==> src/rtl/register_file.sv <==
// Register file with per-register pending-write scoreboard.
// Ports: clk/rst, S/M read ports with hazard, issue reserve, writeback, errFlag.
module register_file #(
    parameter int                    DATA_WIDTH = 16,
    parameter int                    PEND_MAX   = 3,
    parameter logic [DATA_WIDTH-1:0] SP_RESET   = '0
) (
    input  logic                  clk,
    input  logic                  rst,
    input  logic [3:0]            registerS,
    input  logic [3:0]            registerM,
    input  logic                  useS,
    input  logic                  useM,
    output logic [DATA_WIDTH-1:0] dataS,
    output logic [DATA_WIDTH-1:0] dataM,
    output logic                  hazard,
    input  logic                  issueValid,
    input  logic [3:0]            issueDest,
    output logic                  issueFull,
    input  logic                  writeEnable,
    input  logic [3:0]            writeAddr,
    input  logic [DATA_WIDTH-1:0] writeData,
    output logic                  errFlag
);

    localparam int         NREG    = 12;
    localparam int         SP_IDX  = 9;
    localparam logic [1:0] CNT_MAX = 2'(PEND_MAX);

    logic [DATA_WIDTH-1:0] regs     [NREG];
    logic [1:0]            cnt      [NREG];
    logic [1:0]            cnt_next [NREG];

    logic [NREG-1:0]       rel_vec;
    logic [NREG-1:0]       acc_vec;
    logic [DATA_WIDTH-1:0] rd_s;
    logic [DATA_WIDTH-1:0] rd_m;
    logic                  hz_next;
    logic                  err_hit;

    // Release: a writeback retires one reservation, if any exists.
    always_comb begin
        rel_vec = '0;
        for (int i = 0; i < NREG; i++) begin
            rel_vec[i] = writeEnable && (writeAddr == 4'(i))
                         && (cnt[i] != 2'd0);
        end
    end

    // A saturated slot still accepts when the same cycle frees it.
    always_comb begin
        issueFull = 1'b0;
        for (int i = 0; i < NREG; i++) begin
            if (issueValid && (issueDest == 4'(i))
                && (cnt[i] == CNT_MAX) && !rel_vec[i]) begin
                issueFull = 1'b1;
            end
        end
    end

    always_comb begin
        acc_vec = '0;
        for (int i = 0; i < NREG; i++) begin
            acc_vec[i] = issueValid && (issueDest == 4'(i)) && !issueFull;
        end
    end

    always_comb begin
        for (int i = 0; i < NREG; i++) begin
            cnt_next[i] = cnt[i] + {1'b0, acc_vec[i]} - {1'b0, rel_vec[i]};
        end
    end

    // Hazard looks at next-cycle counts so it lines up with the read data.
    always_comb begin
        hz_next = 1'b0;
        for (int i = 0; i < NREG; i++) begin
            if (useS && (registerS == 4'(i)) && (cnt_next[i] != 2'd0)) begin
                hz_next = 1'b1;
            end
            if (useM && (registerM == 4'(i)) && (cnt_next[i] != 2'd0)) begin
                hz_next = 1'b1;
            end
        end
    end

    // Read muxes with write-through bypass; unmapped indices read 0.
    always_comb begin
        rd_s = '0;
        rd_m = '0;
        for (int i = 0; i < NREG; i++) begin
            if (registerS == 4'(i)) begin
                rd_s = (writeEnable && (writeAddr == 4'(i)))
                       ? writeData : regs[i];
            end
            if (registerM == 4'(i)) begin
                rd_m = (writeEnable && (writeAddr == 4'(i)))
                       ? writeData : regs[i];
            end
        end
    end

    always_comb begin
        err_hit = 1'b0;
        for (int i = 0; i < NREG; i++) begin
            if (writeEnable && (writeAddr == 4'(i)) && (cnt[i] == 2'd0)) begin
                err_hit = 1'b1;
            end
        end
    end

    always_ff @(posedge clk or negedge rst) begin
        if (!rst) begin
            for (int i = 0; i < NREG; i++) begin
                regs[i] <= (i == SP_IDX) ? SP_RESET : '0;
                cnt[i]  <= 2'd0;
            end
            dataS   <= '0;
            dataM   <= '0;
            hazard  <= 1'b0;
            errFlag <= 1'b0;
        end else begin
            for (int i = 0; i < NREG; i++) begin
                if (writeEnable && (writeAddr == 4'(i))) begin
                    regs[i] <= writeData;
                end
                cnt[i] <= cnt_next[i];
            end
            dataS  <= rd_s;
            dataM  <= rd_m;
            hazard <= hz_next;
            if (err_hit) begin
                errFlag <= 1'b1;
            end
        end
    end

endmodule

==> config.mk <==
export PLATFORM = sky130hd
export DESIGN_NAME = register_file
export DESIGN_NICKNAME = d
export VERILOG_FILES = /design/src/rtl/register_file.sv
export SDC_FILE = /design/constraint.sdc
export NUM_CORES = 1
export LEC_CHECK = 0
export CAP_MARGIN = 20
export CORE_MARGIN = 2
export CORE_UTILIZATION = 31
export DETAILED_ROUTE_END_ITERATION = 7
export GPL_TIMING_DRIVEN = 0
export SLEW_MARGIN = 0
export SYNTH_ARGS = -nofsm -noshare
export SYNTH_HDL_FRONTEND = slang
export SYNTH_SLANG_ARGS = --single-unit
==> constraint.sdc <==
create_clock -name clk -period 2.7 [get_ports clk]
set_input_delay 0.54 -clock clk [delete_from_list [all_inputs] [get_ports clk]]
set_output_delay 0.54 -clock clk [all_outputs]
set_load 0.02 [all_outputs]
# Word-level counts from Yosys, hierarchy flattened
# Cells that the tools add are included.
# op_classes
muxes	84
n_addsub	24
reduce_logical	185
n_eq_ne	56
# ops
op	n
two-way mux 16 bit	36
logical AND 1 bit	132
== test 4 x 3 -> 1 bit (second input constant)	16
== test 4 bit (second input constant)	16
two-way mux 1 bit	48
nonzero test 2 bit	24
== test 4 x 2 -> 1 bit (second input constant)	8
adder 2 x 1 -> 2 bit	12
== test 2 bit (second input constant)	12
zero test 2 bit	12
subtractor 2 x 1 -> 2 bit	12
== test 4 x 1 -> 1 bit (second input constant)	4
zero test 4 bit	4
zero test 1 bit	13
# word_totals
word_cells	377
register_bits	250

# Logic depth before layout (Yosys ltp)
# Gate-level depths: netlist of the first run.
# depth
word_depth	47
ltp_mapped	18

# Worst setup path before layout of the first run
# No wires, ideal clock.
# synth_timing
kind	input -> register
startpoint	input writeAddr[2]
endpoint	register hazard
setup_slack_ns	-1.059
setup_ns	0.129
path_stages	17
t_required_ns	2.571
t_arrival_ns	3.630
path_buffers	1
path_cell_list	nor3b_4 > nand2_4 > buf_6 > o2bb2ai_1 > a22oi_1 > nand4_1 > nor3_1 > nand2_1 > ha_1 > inv_1 > ha_1 > xnor2_1 > xnor2_1 > nor2_1 > o22ai_1 > nor4_1 > nand2_1
# synth_rtl
element	line	source
from (decl)	21	input logic [3:0] writeAddr,
to (signal assigned)	131	hazard <= hz_next;
to (decl)	16	output logic hazard,

==> results.toml, run 1 <==
[finish]
drive_gt1_frac = 0.211
fin_area_mm2 = 0.0173
multiInputGateArea_mm2 = 0.00721
nNetsFinal = 1640
seq_area_mm2 = 0.00626
final_cells = 2186
finalCoreUtilization = 0.403
area_growth_pct = 28.2
n_fill_cell = 4261

[yosys]
yosysTopAreaCell = "dfrtp_1"
synth_area_leaders = "dfrtp_1 46%, mux2i_1 7.0%, nand2_1 5.2%"
yosysSeqAreaShare = 0.464
synth.distinct_cells = 69
synth_warnings = 0
synth_top_area_share = 0.464
ys_ff_latch = 250
synth_area_mm2 = 0.0135
synth_flop_cell = "dfrtp_1"
syn-num-nets = 1496
synth_cells = 1434
async_flop_share = 1.00
synth_edf_count = 0
syn_avg_cell_area_um2 = 9.41

[timing]
rsz0062_at_grt = "true"
setup_ws_ns = -0.713
skew_ns = 0.0205
slew_headroom = 0.214
period_minus_slack_ns = 3.41
fmax_mhz = 293
finalMaxSlewViolations = 0
hold_viol = 0
tightestPinTransition_ns = 1.17
setup_viol = 13
fin_crit_sh = 1.26
final.setup.tns_ns = -1.48

[outcome]
violations = "setup timing"
status = "finished, violations left"

[floorplan]
pin_count = 73
num_rows = 76
start_util = 0.314
die_h_um = 213
core_area_mm2 = 0.0430
dieArea_mm2 = 0.0452
die_x_um = 213

[setup_path]
crit_type = "in2reg"
worst_ep_required_time_ns = 3.15
crit_path_start_kind = "input port"
crit_fanout = 7
arrival_ns = 3.86
end_kind = "flip-flop"

[global_routing]
grt_pass1_vias = 12764
antenna_found_initial = 1
grt_overflow = 0
grt_pass1_wl_um = 86400
grt_max_degree = 117
grtUsageTotal = 0.266

[power]
p_sw_mw = 4.24
p_sw_frac = 0.330
seq_power_share = 0.397
peakVddDrop_v = 0.000608
p_per_area_mw_per_mm2 = 743
p_comb_frac = 0.256
clockPowerShare = 0.347
internal_power_mw = 8.61
p_leak_nw = 8.11

[detailed_routing]
drtIter0Drc = 1779
num_vias = 12850
ant_nets = 0
via_per_inst = 5.88
post-route-drc-count = 0
drt_wl_total_um = 60500
drt-pass1-iter-count = 6
wire_per_inst_um = 27.7

[cts]
ctsRootBufferMaster = "clkbuf_16"
cts_sinks = 250
clockBufferDepth = 3
cts_buffers = 30
cts_tree = "yes"
clock_latency_ns = 0.61
htreeDepth = 1
clkSlewWorstSetupHoldPaths_ns = 0.07

[place]
io_buffers = 67
dpl.hpwl_um = 43100
place_inst = 2095
dpl_cell_area_mm2 = 0.0151
routabilityCongestion = 0.997

[worst_hold_path]
hold_path_class = "in2async"

[run]
cap_viol_max_count = 0
-- power groups by stage --
stage	Combinational [mW]	Sequential (mW)	Clock, mW
after floorplan	1.71	5.13	0
after global placement	2.88	5.10	0
after detailed placement	2.95	5.12	0
after CTS	3.10	5.06	4.51
after global routing	3.55	5.19	4.66
final	3.29	5.10	4.47
-- metal layers --
metal  vias up  part of all wire  track usage
li1       5433                 -            -
met1      6429              0.40        0.350
met2       778              0.45        0.416
met3       208             0.089       0.0430
met4         2             0.066        0.148
met5         -           0.00023            0
-- sequential cells by signal, summed over array words and instances (netlist names) --
signal and count:
hazard 1, dataS 16, cnt 24, dataM 16
regs 192, errFlag 1
-- worst max-delay path, cell delays in order --
cell and delay, ns:
buf_6 0.11, nand3b_1 0.15, buf_4 0.18, nor2_4 0.14, buf_12 0.12, o22ai_2 0.08
a221oi_2 0.18, nand4_1 0.24, buf_4 0.23, nor3_4 0.20, nand2_1 0.09, ha_1 0.30
inv_2 0.04, ha_4 0.15, xnor2_2 0.13, xnor2_1 0.15, nor2_1 0.22, o22ai_1 0.12
nor4_1 0.31, nand2_1 0.16
-- cell usage after synthesis, types with 20 or more instances --
cell type  count
dfrtp_1      250
nand2_1      187
inv_1        111
nor2_1       105
mux2i_1       94
a21oi_1       71
o22ai_1       65
o21ai_0       64
clkbuf_1      61
mux2_2        58
a22oi_1       38
nor3_1        36
nand3_1       30
xnor2_1       25
ha_1          24
o211ai_1      20
-- cell usage in the layout, fill, tap and decap left out, drive strengths merged, types with 7 or more instances in the layout --
cell,netlist,final
o211ai,20,20
a31oi,14,14
clkbuf,61,100
a21oi,71,71
nor2,108,108
a211oi,9,9
xnor2,25,25
nand2,190,190
o22ai,65,65
inv,111,113
a22oi,38,38
mux2i,94,94
nor2b,8,8
clkinv,1,7
nand3,31,31
a221oi,16,16
mux2,58,58
ha,24,24
clkdlybuf4s50,0,55
o221ai,10,10
buf,22,77
nor3,38,38
dfrtp,250,250
o2bb2ai,8,8
nand2b,11,11
o21ai,65,65
-- final timing paths --
| path | from | endpoint | slack [ns] | cells past startpoint |
|---|---|---|---|---|
| worst min-delay path | rst | regs[134] | 0.39 | 2 |
| worst max-delay path | writeAddr[3] | hazard | -0.71 | 20 |
| max in group asynchronous | rst | regs[183] | 1.41 | 3 |
| worst max register to register | cnt[20] | hazard | -0.69 | 15 |
| min in group clk | writeAddr[0] | regs[123] | 0.44 | 4 |
| worst min register to register | regs[91] | regs[91] | 0.50 | 2 |
-- final cells by class --
type / count / share of cell area
multi-input cells: 989 / 0.416
flip-flops and latches: 250 / 0.362
repair buffers: 117 / 0.0649
clock buffers: 42 / 0.0518
well taps: 585 / 0.0423
plain buffers: 78 / 0.0275
inverters: 112 / 0.0244
clock inverters: 12 / 0.0109
diodes: 1 / 0.000145
-- per-stage QoR --
stage	setup WS, ns	hold WS, ns	power [mW]
3_3_place_gp	-10.21	0.478	7.98
5_1_grt	-0.846	0.421	13.4
6_report	-0.713	0.392	12.9
2_1_floorplan	-0.985	0.244	6.85
3_5_place_dp	-2.74	0.426	8.08
4_1_cts	-0.598	0.388	12.7
-- cells by family after synthesis --
kind of cell	count (synthesis)	share of synthesized area
AND/OR/NAND/NOR	424	0.144
AO/OA/AOI/OAI	362	0.177
flip-flops	250	0.464
buffers and inverters	195	0.0577
multiplexers	152	0.118
XOR/XNOR	27	0.0175
adder cells (fa/ha/maj)	24	0.0223
-- repair_timing --
item / in CTS / in global routing
resized for setup: 180 / 81
hold buffers: 1 / 0
buffers inserted: 28 / 13
setup endpoints to repair: 59 / 41
pin swaps: 32 / 25
endpoints found under the hold margin: 26 / 0
No activity file was read; power rests on OpenSTA's default activity.
==> run 2, diff against run 1 <==
ABC_AREA = 1   (was default)
==> run 2 against run 1 <==
Against the previous run:
- core utilization fell by 1.6 points
- global-route usage fell by 5.7 points
- sequential share of layout area rose by 0.48 points
- design area fell by 1.3%
- the run still ends with setup timing left
- clock-buffer cell count rose by 3
- combinational power fell by 18%
==> results.toml, run 2 <==
[place]
dpl.hpwl_um = 36200
routabilityCongestion = 0.911
io_buffers = 72
dpl_cell_area_mm2 = 0.0155
place_inst = 2601

[setup_path]
setup.worst_path.start = "writeAddr[2]"
critPathCapture = "hazard"
r2r-end = "hazard"
slowest_delay_ns = 0.39
reg2reg_depth = 15
arrival_ns = 3.57
crit_path_start_kind = "input port"
worst_ep_required_time_ns = 3.15
r2r_start = "cnt[21]"
regToRegSetupSlack_ns = -0.33
cpMaxStageDelayCell = "or3_1"
end_kind = "flip-flop"
crit_type = "in2reg"
path_cells = "buf_12, nand2_4, nor2_4, buf_6, nand2_8, buf_6, nand4_1, nand2_1, a221oi_2, buf_4, nand3_2, or2_1, ha_1, inv_1, ha_2, xnor2_2, xor2_1, o21ai_2, nand4_1, or3_1"
crit_fanout = 5

[floorplan]
pin_count = 73
die_x_um = 216
core_area_mm2 = 0.0442
dieArea_mm2 = 0.0465
start_util = 0.314
die_h_um = 216
num_rows = 77

[yosys]
syn-num-nets = 1996
yosysSeqAreaShare = 0.451
synth_most_common_cell = "nand2_1"
synth_area_leaders = "dfrtp_1 45%, nand2_1 17%, inv_1 7.2%"
synth_cells = 1934
synth_flop_cell = "dfrtp_1"
synth.distinct_cells = 36
async_flop_share = 1.00
synth_common_cells = "622 x nand2_1, 265 x inv_1, 250 x dfrtp_1, 174 x nand3_1, 130 x nor2_1"
yosysTopAreaCell = "dfrtp_1"
syn_avg_cell_area_um2 = 7.18
synth_area_mm2 = 0.0139
synth_warnings = 0
synth_edf_count = 0
ys_ff_latch = 250
synth_top_area_share = 0.451

[timing]
setup_ws_ns = -0.416
tightestPinTransition_ns = 0.832
hold_viol = 0
final.setup.tns_ns = -0.416
period_minus_slack_ns = 3.12
whs_ns = 0.496
finalMaxSlewViolations = 0
skew_ns = 0.0107
rsz0062_at_grt = "true"
setup_viol = 1
fin_crit_sh = 1.15
slew_headroom = 0.431
fmax_mhz = 321

[detailed_routing]
via_per_inst = 4.90
ant_nets = 0
drt-pass1-iter-count = 6
wire_per_inst_um = 18.2
drtIter0Drc = 1179
num_vias = 13163
drt_wl_total_um = 48900
post-route-drc-count = 0

[global_routing]
grt_overflow = 0
grt_pass1_wl_um = 74800
grt_max_degree = 114
antenna_found_initial = 1
grtUsageTotal = 0.209
grt_pass1_vias = 12561

[finish]
nNetsFinal = 2136
final_cells = 2687
antenna_cells = 0
area_growth_pct = 23.0
largest_reg_flops = 192
final_common_cell = "nand2_1"
drive_gt1_frac = 0.0835
final_cell_mix = "616 x nand2_1, 263 x inv_1, 250 x dfrtp_1"
top_register = "regs"
top_regs = "regs (192), cnt (24)"
finalCoreUtilization = 0.386
fin_area_mm2 = 0.0171

[run]
cap_viol_max_count = 0

[power]
p_per_area_mw_per_mm2 = 694
p_leak_nw = 8.33
peakVddDrop_v = 0.000579

[cts]
cts_tree = "yes"
ctsRootBufferMaster = "clkbuf_16"
clkSlewWorstSetupHoldPaths_ns = 0.06
clockBufferDepth = 3
clock_latency_ns = 0.58
htreeDepth = 1
cts_sinks = 250
cts_buffers = 30

[outcome]
status = "finished, violations left"
violations = "setup timing"

[worst_hold_path]
hold_path_class = "in2reg"
run 2: changes by cell type after synthesis, sizes merged, moves of 44 or more:
cell and change:
nand3 +145, mux2i -94, inv +158, nand4 +69, o22ai -56, and2 +44, a21oi -64, mux2 -58
nand2 +432, o21ai +87
run 2: power by group:
| group | total, mW | switching, mW | internal (mW) |
|---|---|---|---|
| Sequential | 4.93 | 0.339 | 4.59 |
| Combinational | 2.71 | 1.71 | 0.993 |
| Clock | 4.20 | 1.67 | 2.53 |
run 2: cells by family (layout without fill, tap and decap cells):
group | after synthesis | after routing | synth area share
AOI/OAI and AO/OA | 188 | 188 | 0.0728
and+or+nand+nor | 1096 | 1096 | 0.344
adders and majority gates | 24 | 24 | 0.0216
buffers and inverters | 354 | 515 | 0.0971
xor gates and xnor gates | 22 | 22 | 0.0139
DFF | 250 | 250 | 0.451
run 2: cell type report:
cell class              count  area [um2]
clock buffers              45         887
clock inverters             8         126
inverters                 275        1050
plain buffers              78         379
flip-flops and latches    250        6260
well taps                 592         741
repair buffers            109        1150
multi-input cells        1330        6480
fillers                  4624       27100
run 2: critical path, delay by kind of cell:
kind,cells,cell delay (ns)
AOI/OAI and AO/OA,2,0.40
adders and majority gates,2,0.45
xor gates and xnor gates,2,0.29
buffers and inverters,5,0.59
and+or+nand+nor,9,1.29
run 2: how the worst min path moves through the flow:
| stage | start | to | slack, ns | depth (start not counted) |
|---|---|---|---|---|
| finish | writeAddr[2] | regs[33] | 0.50 | 4 |
| global route | writeAddr[2] | regs[33] | 0.52 | 4 |
| CTS | writeAddr[3] | regs[147] | 0.47 | 5 |
| detailed placement | regs[75] | regs[75] | 0.51 | 2 |
| global placement | regs[72] | regs[72] | 0.49 | 2 |
| floorplan | rst | cnt[0] | 0.24 | 0 |
run 2: per-layer routing:
layer / vias to the layer above / wire length [um] / GRT usage / share of wire
met3: 87 / 3220 / 0.0300 / 0.066
met2: 467 / 22200 / 0.337 / 0.45
met5: - / 13 / 0 / 0.00027
met4: 2 / 1680 / 0.0722 / 0.034
met1: 6212 / 21800 / 0.287 / 0.45
li1: 6395 / - / - / -
run 2: repair_timing:
item                                    in CTS  in global routing
hold buffers                                 1                  0
hold endpoints to repair                    71                  0
resized for setup                           89                 14
endpoints found under the setup margin      57                 28
pin swaps                                   25                  1
setup buffers                               33                  0
run 2: stage by stage:
step / setup WS (ns) / power [mW]
detailed placement: -2.21 / 7.56
CTS: -0.325 / 11.9
floorplan: -0.478 / 6.63
global route: -0.513 / 12.5
finish: -0.416 / 11.8
global placement: -10.28 / 7.47
